===== config.mk =====
export PLATFORM = sky130hd
export DESIGN_NAME = seed_search_sequencer
export DESIGN_NICKNAME = d
export VERILOG_FILES = /design/src/rtl/seed_search_sequencer.sv
export SDC_FILE = /design/constraint.sdc
export NUM_CORES = 1
export LEC_CHECK = 0
export ABC_CLOCK_PERIOD_IN_PS = 4150
export CAP_MARGIN = 20
export CORE_AREA = 4 4 406 408
export DETAILED_ROUTE_END_ITERATION = 12
export DIE_AREA = 0 0 410 412
export PLACE_DENSITY = 0.48
export SLEW_MARGIN = 15
export SYNTH_ARGS = -nofsm -noshare
export SYNTH_HDL_FRONTEND = slang
export SYNTH_SLANG_ARGS = --single-unit

===== constraint.sdc =====
create_clock -name clk -period 4.15 [get_ports clk]
set_input_delay 1.245 -clock clk [delete_from_list [all_inputs] [get_ports clk]]
set_output_delay 1.245 -clock clk [all_outputs]
set_load 0.03 [all_outputs]

===== src/rtl/seed_search_sequencer.sv =====
// Walks a shared search engine through consecutive 128-bit seeds until the masked output matches.
// Optional per-candidate watchdog is compiled in with `define WATCHDOG_EN.
module seed_search_sequencer #(
  parameter int CNT_W       = 32,
  parameter int TIMEOUT_CYC = 256
) (
  input  logic             clk,
  input  logic             reset,
  input  logic             start,
  input  logic             abort,
  input  logic [127:0]     base_seed,
  input  logic [CNT_W-1:0] count,
  input  logic [31:0]      l_cfg,
  input  logic [127:0]     target,
  input  logic [127:0]     mask,
  output logic [127:0]     eng_s,
  output logic [31:0]      eng_l,
  output logic             eng_rst,
  input  logic             eng_finish,
  input  logic [127:0]     eng_outs,
  output logic             busy,
  output logic             done,
  output logic             found,
  output logic [127:0]     found_seed,
  output logic [127:0]     found_s,
  output logic [CNT_W-1:0] tried,
  output logic             timeout
);

  typedef enum logic [2:0] {
    S_IDLE  = 3'd0,
    S_LOAD  = 3'd1,
    S_KICK  = 3'd2,
    S_WAIT  = 3'd3,
    S_CHECK = 3'd4,
    S_FIN   = 3'd5
  } state_t;

  state_t           state_reg, state_next;
  logic [127:0]     seed_reg;
  logic [CNT_W-1:0] count_reg;
  logic [31:0]      l_reg;
  logic [127:0]     eng_s_reg;
  logic [31:0]      eng_l_reg;
  logic             fin_reg;
  logic [127:0]     outs_cap_reg;
  logic             found_reg;
  logic [127:0]     found_seed_reg;
  logic [127:0]     found_s_reg;
  logic [CNT_W-1:0] tried_reg;

  logic             run_go;
  logic             kill;
  logic             fin_edge;
  logic             wd_expired;
  logic [3:0]       word_hit;
  logic             is_match;
  logic [CNT_W-1:0] tried_inc;
  logic             is_last;

  assign run_go    = (state_reg == S_IDLE) && start && !abort;
  assign kill      = (state_reg != S_IDLE) && abort;
  assign fin_edge  = eng_finish && !fin_reg;
  assign tried_inc = tried_reg + CNT_W'(1);
  assign is_last   = (tried_inc == count_reg);

  // Masked compare split per 32-bit word of the captured result.
  genvar gi;
  generate
    for (gi = 0; gi < 4; gi++) begin : g_word_cmp
      assign word_hit[gi] =
        (((outs_cap_reg[gi*32 +: 32] ^ target[gi*32 +: 32]) & mask[gi*32 +: 32]) == 32'd0);
    end
  endgenerate
  assign is_match = &word_hit;

  always_ff @(posedge clk or negedge reset) begin
    if (!reset) begin
      state_reg <= S_IDLE;
    end else begin
      state_reg <= state_next;
    end
  end

  always_comb begin
    state_next = state_reg;
    case (state_reg)
      S_IDLE:  if (run_go) state_next = (count == '0) ? S_FIN : S_LOAD;
      S_LOAD:  state_next = S_KICK;
      S_KICK:  state_next = S_WAIT;
      S_WAIT: begin
        if (fin_edge)        state_next = S_CHECK;
        else if (wd_expired) state_next = S_FIN;
      end
      S_CHECK: state_next = (is_match || is_last) ? S_FIN : S_LOAD;
      S_FIN:   state_next = S_IDLE;
      default: state_next = S_IDLE;
    endcase
    if (kill) state_next = S_IDLE;
  end

  always_comb begin
    busy    = (state_reg == S_LOAD) || (state_reg == S_KICK) ||
              (state_reg == S_WAIT) || (state_reg == S_CHECK);
    done    = (state_reg == S_FIN) && !abort;
    eng_rst = (state_reg == S_KICK) && !abort;
  end

  // The finish history is re-armed with the live level in KICK, so a level left
  // high by the previous candidate must fall and rise again before it counts.
  always_ff @(posedge clk or negedge reset) begin
    if (!reset) begin
      seed_reg       <= '0;
      count_reg      <= '0;
      l_reg          <= '0;
      eng_s_reg      <= '0;
      eng_l_reg      <= '0;
      fin_reg        <= 1'b0;
      outs_cap_reg   <= '0;
      found_reg      <= 1'b0;
      found_seed_reg <= '0;
      found_s_reg    <= '0;
      tried_reg      <= '0;
    end else if (run_go) begin
      seed_reg  <= base_seed;
      count_reg <= count;
      l_reg     <= l_cfg;
      found_reg <= 1'b0;
      tried_reg <= '0;
    end else if (!kill) begin
      case (state_reg)
        S_LOAD: begin
          eng_s_reg <= seed_reg;
          eng_l_reg <= l_reg;
        end
        S_KICK: fin_reg <= eng_finish;
        S_WAIT: begin
          fin_reg <= eng_finish;
          if (fin_edge) outs_cap_reg <= eng_outs;
        end
        S_CHECK: begin
          tried_reg <= tried_inc;
          if (is_match) begin
            found_reg      <= 1'b1;
            found_seed_reg <= seed_reg;
            found_s_reg    <= outs_cap_reg;
          end else if (!is_last) begin
            seed_reg <= seed_reg + 128'd1;
          end
        end
        default: ;
      endcase
    end
  end

`ifdef WATCHDOG_EN
  // Expiry is decided in the WAIT cycle that makes FIN land TIMEOUT_CYC cycles after KICK.
  localparam int WD_W = (TIMEOUT_CYC > 2) ? $clog2(TIMEOUT_CYC) : 1;
  localparam logic [WD_W-1:0] WD_LAST = WD_W'(TIMEOUT_CYC - 2);

  logic [WD_W-1:0] wd_reg;
  logic            timeout_reg;

  always_ff @(posedge clk or negedge reset) begin
    if (!reset) begin
      wd_reg      <= '0;
      timeout_reg <= 1'b0;
    end else begin
      if (run_go) timeout_reg <= 1'b0;
      if (state_reg == S_KICK)      wd_reg <= '0;
      else if (state_reg == S_WAIT) wd_reg <= wd_reg + WD_W'(1);
      if (wd_expired && !kill) timeout_reg <= 1'b1;
    end
  end

  assign wd_expired = (state_reg == S_WAIT) && !fin_edge && (wd_reg == WD_LAST);
  assign timeout    = timeout_reg;
`else
  localparam int unused_timeout_cyc = TIMEOUT_CYC;
  assign wd_expired = 1'b0;
  assign timeout    = 1'b0;
`endif

  assign eng_s      = eng_s_reg;
  assign eng_l      = eng_l_reg;
  assign found      = found_reg;
  assign found_seed = found_seed_reg;
  assign found_s    = found_s_reg;
  assign tried      = tried_reg;

endmodule


==> impl_summary.log <==
[metrics] Comb pwr share: 27.7%
[metrics] post-detailed-placement cell area: 50100 µm²
[metrics] worst min path class: input port to asynchronous set/reset pin
[metrics] Post-Route Skew: 84.4 ps
[metrics] crit path buf inv count: 7
[metrics] internal power: 17.8 mW
[metrics] switching pwr: 9.18 mW
[metrics] power density of the placed cells: 500 nW/µm²
[metrics] leading post-synthesis cells by cell area: dfrtp_1 55%, mux2_2 17%, xor2_1 3.6%
[metrics] Setup Crit Path Kind: input port to register
[metrics] Synth Net Count: 3595
[metrics] count of hold buffers inserted by post-cts repair: 0
[metrics] DRC marker count from the first detailed-route iteration: 2126
[metrics] remaining global-route overflow: 0
[metrics] first-pass GRT wire length: 257 mm
[metrics] total CTS buffers: 94
[metrics] TritonRoute pass-1 iters: 5
[metrics] Critical Path Sink: seed_reg[79]
[metrics] sum of internal, switching and leakage power: 27.0 mW
[metrics] cell area after layout: 54000 µm²
[metrics] portion of synthesized cell area occupied by the leading cell type: 54.6%
[metrics] worst slew pin tran: 827 ps
[metrics] Area Overhead vs Synth: 52.6%
[metrics] Starting Density: 21.9%
[metrics] overall via count from detail_route: 30215
[metrics] kind of cell with the highest combined delay on the critical path: buffers and inverters
[metrics] critical-path cell with the highest stage delay: a22oi_2
[metrics] data required time at the worst endpoint: 4720 ps
[metrics] Worst path most repeated cell: buf_12
[metrics] leak pwr: 23.1 nW
[metrics] crit path from: target[111]
[metrics] Port Buffer Count: 1032
[metrics] fraction of layout cells with a size suffix above 1: 23.8%
[metrics] startpoint of the worst-slack reg-to-reg timing path: tried[10]
[metrics] maximum number of pins on one net before global-route repair: 121
[metrics] number of synthesized flops with an enable pin: 0
[metrics] Die Width: 410 µm
[metrics] post-route setup TNS: 0 ps
[metrics] number of distinct library cells after synthesis: 72
[metrics] register clock-pin slew on the reported worst setup and hold paths: 60 ps
[metrics] maximum frequency from static timing analysis: 245 MHz
[metrics] number of remaining DRC errors: 0
[metrics] Die Y: 412 µm
[metrics] crit path setup slack, layout: 66.5 ps
[metrics] final slew viol count: 0
[metrics] largest stage delay on the critical path: 390 ps
[metrics] average wire per cell in the routed design: 29.3 µm
[metrics] NumNets Final: 4779
[metrics] clock tree from TritonCTS: done
[metrics] startpoint type of the worst setup path: input port
[metrics] worst vdd rail ir drop: 0.324 mV
[metrics] Worst EP arrival: 4650 ps
[metrics] switching power share of the total: 34.0%
[metrics] Final ANT Viol Nets: 0
[metrics] time the final worst path needs with I/O delays and setup: 4080 ps
[metrics] buffer type at the clock tree root: clkbuf_16
[metrics] Finish-stage setup viols: 0
[metrics] Synth async-reset ratio: 100%
[metrics] Cells after Synth: 3012
[metrics] most used flip-flop cell after synthesis: dfrtp_1
[metrics] area of the mapped netlist: 35400 µm²
[metrics] cell type with the highest aggregate area in the netlist: dfrtp_1
[metrics] num rows: 148
[metrics] Post-DP HPWL: 153 mm
[metrics] H-tree depth: 3
[metrics] number of synthesized register bits: 773
[metrics] sequential cell area fraction in the yosys report: 54.6%
[metrics] most numerous cell in the Yosys netlist: dfrtp_1
[metrics] leading post-synthesis cells by instance count: 773 x dfrtp_1, 545 x mux2_2, 310 x nand2_1
[metrics] number of antenna violations at the first check in global routing: 101
[metrics] crit share post-route: 98.4%
[metrics] Worst R2R Path Depth: 11
[metrics] internal reg-to-reg setup slack: 300 ps
[metrics] chain of cells forming the critical path: dlygate4sd2_1, xor2_1, buf_4, a22oi_2, buf_4, nand4_1, nor4_1, nand4_1, buf_12, buf_12, nand2_4, buf_12, or2_4, buf_12, nor3_1, o31a_1
[metrics] I/O pin cnt: 1034
[metrics] largest fanout of any net on the critical path: 12
[metrics] routability congestion estimate: 0.963
[metrics] all-layer global routing usage: 21.6%
[metrics] run status: complete, no violations
[metrics] Detailed Route WL: 190 mm
[metrics] type of destination of the critical path: register
[metrics] total count of hold-check failures in the final report: 0
[metrics] via count of the first global-routing pass: 30651
[metrics] count of max-cap constraint violations: 0
[metrics] Die Footprint: 169000 µm²
[metrics] clock latency on the worst-skew pair: 720 ps
[metrics] number of warning messages in the yosys log: 0
[metrics] worst slack at placement: -1760 ps
[metrics] Crit Reg-Reg Endpoint: state_reg[2]
[metrics] Levels on crit path: 16
[metrics] proportion of power drawn by the clock network: 32.5%
[metrics] vias per cell: 4.67
[metrics] Flop pwr share: 39.8%
[metrics] maximum clock path buffer count: 3
[metrics] placed cells: 6262
[metrics] headroom to the max-slew limit: 44.9%
[metrics] area of the placeable core: 162000 µm²
[metrics] Clock Sinks: 773
[metrics] synthesized area divided by synthesized cell count: 11.8 µm²
[metrics] count of placed standard cells in the final layout, fillers left out: 6474
## stage by stage
stage	hold slack (ps)	utilization, %
after global placement	451	31.0
after global routing	402	33.4
after floorplan	440	-
after CTS	374	33.3
final	436	33.4
after detailed placement	457	31.0
## per-layer routing
layer	GRT usage (%)	wire, µm	vias up
li1	-	-	13220
met3	6.52	15700	304
met1	26.8	77900	15427
met5	0	260	-
met4	7.12	6350	42
met2	35.9	89400	1222
## worst register-to-register path: cells and delay by family, from the launching register on
kind / cells / cell delay (ps)
AND/OR/NAND/NOR: 5 / 1630
AO/OA/AOI/OAI: 3 / 890
flip-flops: 1 / 490
buffers and inverters: 2 / 410
XOR/XNOR: 1 / 310
## repair_timing
action | CTS | global route
buffers inserted | 6 | 2
setup endpoints to repair | 386 | 311
pin swaps | 14 | 22
gates cloned | 3 | 3
resized for setup | 55 | 41
## worst min path at each step
| stage | from | endpoint | slack [ps] |
|---|---|---|---|
| 4_1_cts | reset | eng_l[3] | 370 |
| 5_1_grt | reset | eng_l[3] | 400 |
| 3_5_place_dp | l_reg[29] | l_reg[29] | 460 |
| 3_3_place_gp | l_reg[20] | l_reg[20] | 450 |
| 2_1_floorplan | l_reg[0] | l_reg[0] | 440 |
| 6_report | reset | l_reg[3] | 440 |
## cells in the final DEF, fill, tap and decap left out, drive strengths merged, types with 31 or more instances in the layout
cell type / synthesis / layout
clkdlybuf4s50: 0 / 996
dfrtp: 773 / 773
mux2: 545 / 545
nand2: 310 / 310
buf: 35 / 227
xor2: 146 / 146
clkbuf: 136 / 139
nor2: 129 / 129
o21ai: 100 / 100
xnor2: 88 / 88
nand4: 79 / 79
nand3: 73 / 73
a22oi: 66 / 66
a31oi: 60 / 60
and3: 55 / 55
nor3: 49 / 49
nor4: 43 / 43
a21oi: 37 / 38
diode: 0 / 31
## power by group through the flow
| stage | clock [mW] | combinational [mW] | sequential [mW] |
|---|---|---|---|
| floorplan | 0 | 2.36 | 11.7 |
| global placement | 0 | 7.42 | 10.8 |
| detailed placement | 0 | 7.45 | 10.9 |
| CTS | 9.03 | 7.53 | 10.8 |
| global route | 9.29 | 7.94 | 11.0 |
| finish | 8.77 | 7.48 | 10.8 |
## logic make-up (layout without fill, tap and decap cells)
family,Yosys count,count (layout),synth area share [%]
AOI/OAI and AO/OA,375,376,7.08
xor gates and xnor gates,234,234,5.79
adders and majority gates,2,2,0.0706
buffers and inverters,196,1451,2.23
DFF,773,773,54.6
muxes,546,546,17.4
other,1,32,0.0106
and+or+nand+nor,885,885,12.9
## layout make-up
cell class | count | area, µm²
diodes | 31 | 77.6
clock buffers | 135 | 2740
clock inverters | 33 | 541
fillers | 16404 | 108000
inverters | 25 | 93.8
multi-input cells | 2044 | 15600
flip-flops and latches | 773 | 19300
well taps | 2175 | 2720
repair buffers | 1258 | 12900
No activity file was read; power rests on OpenSTA's default activity.
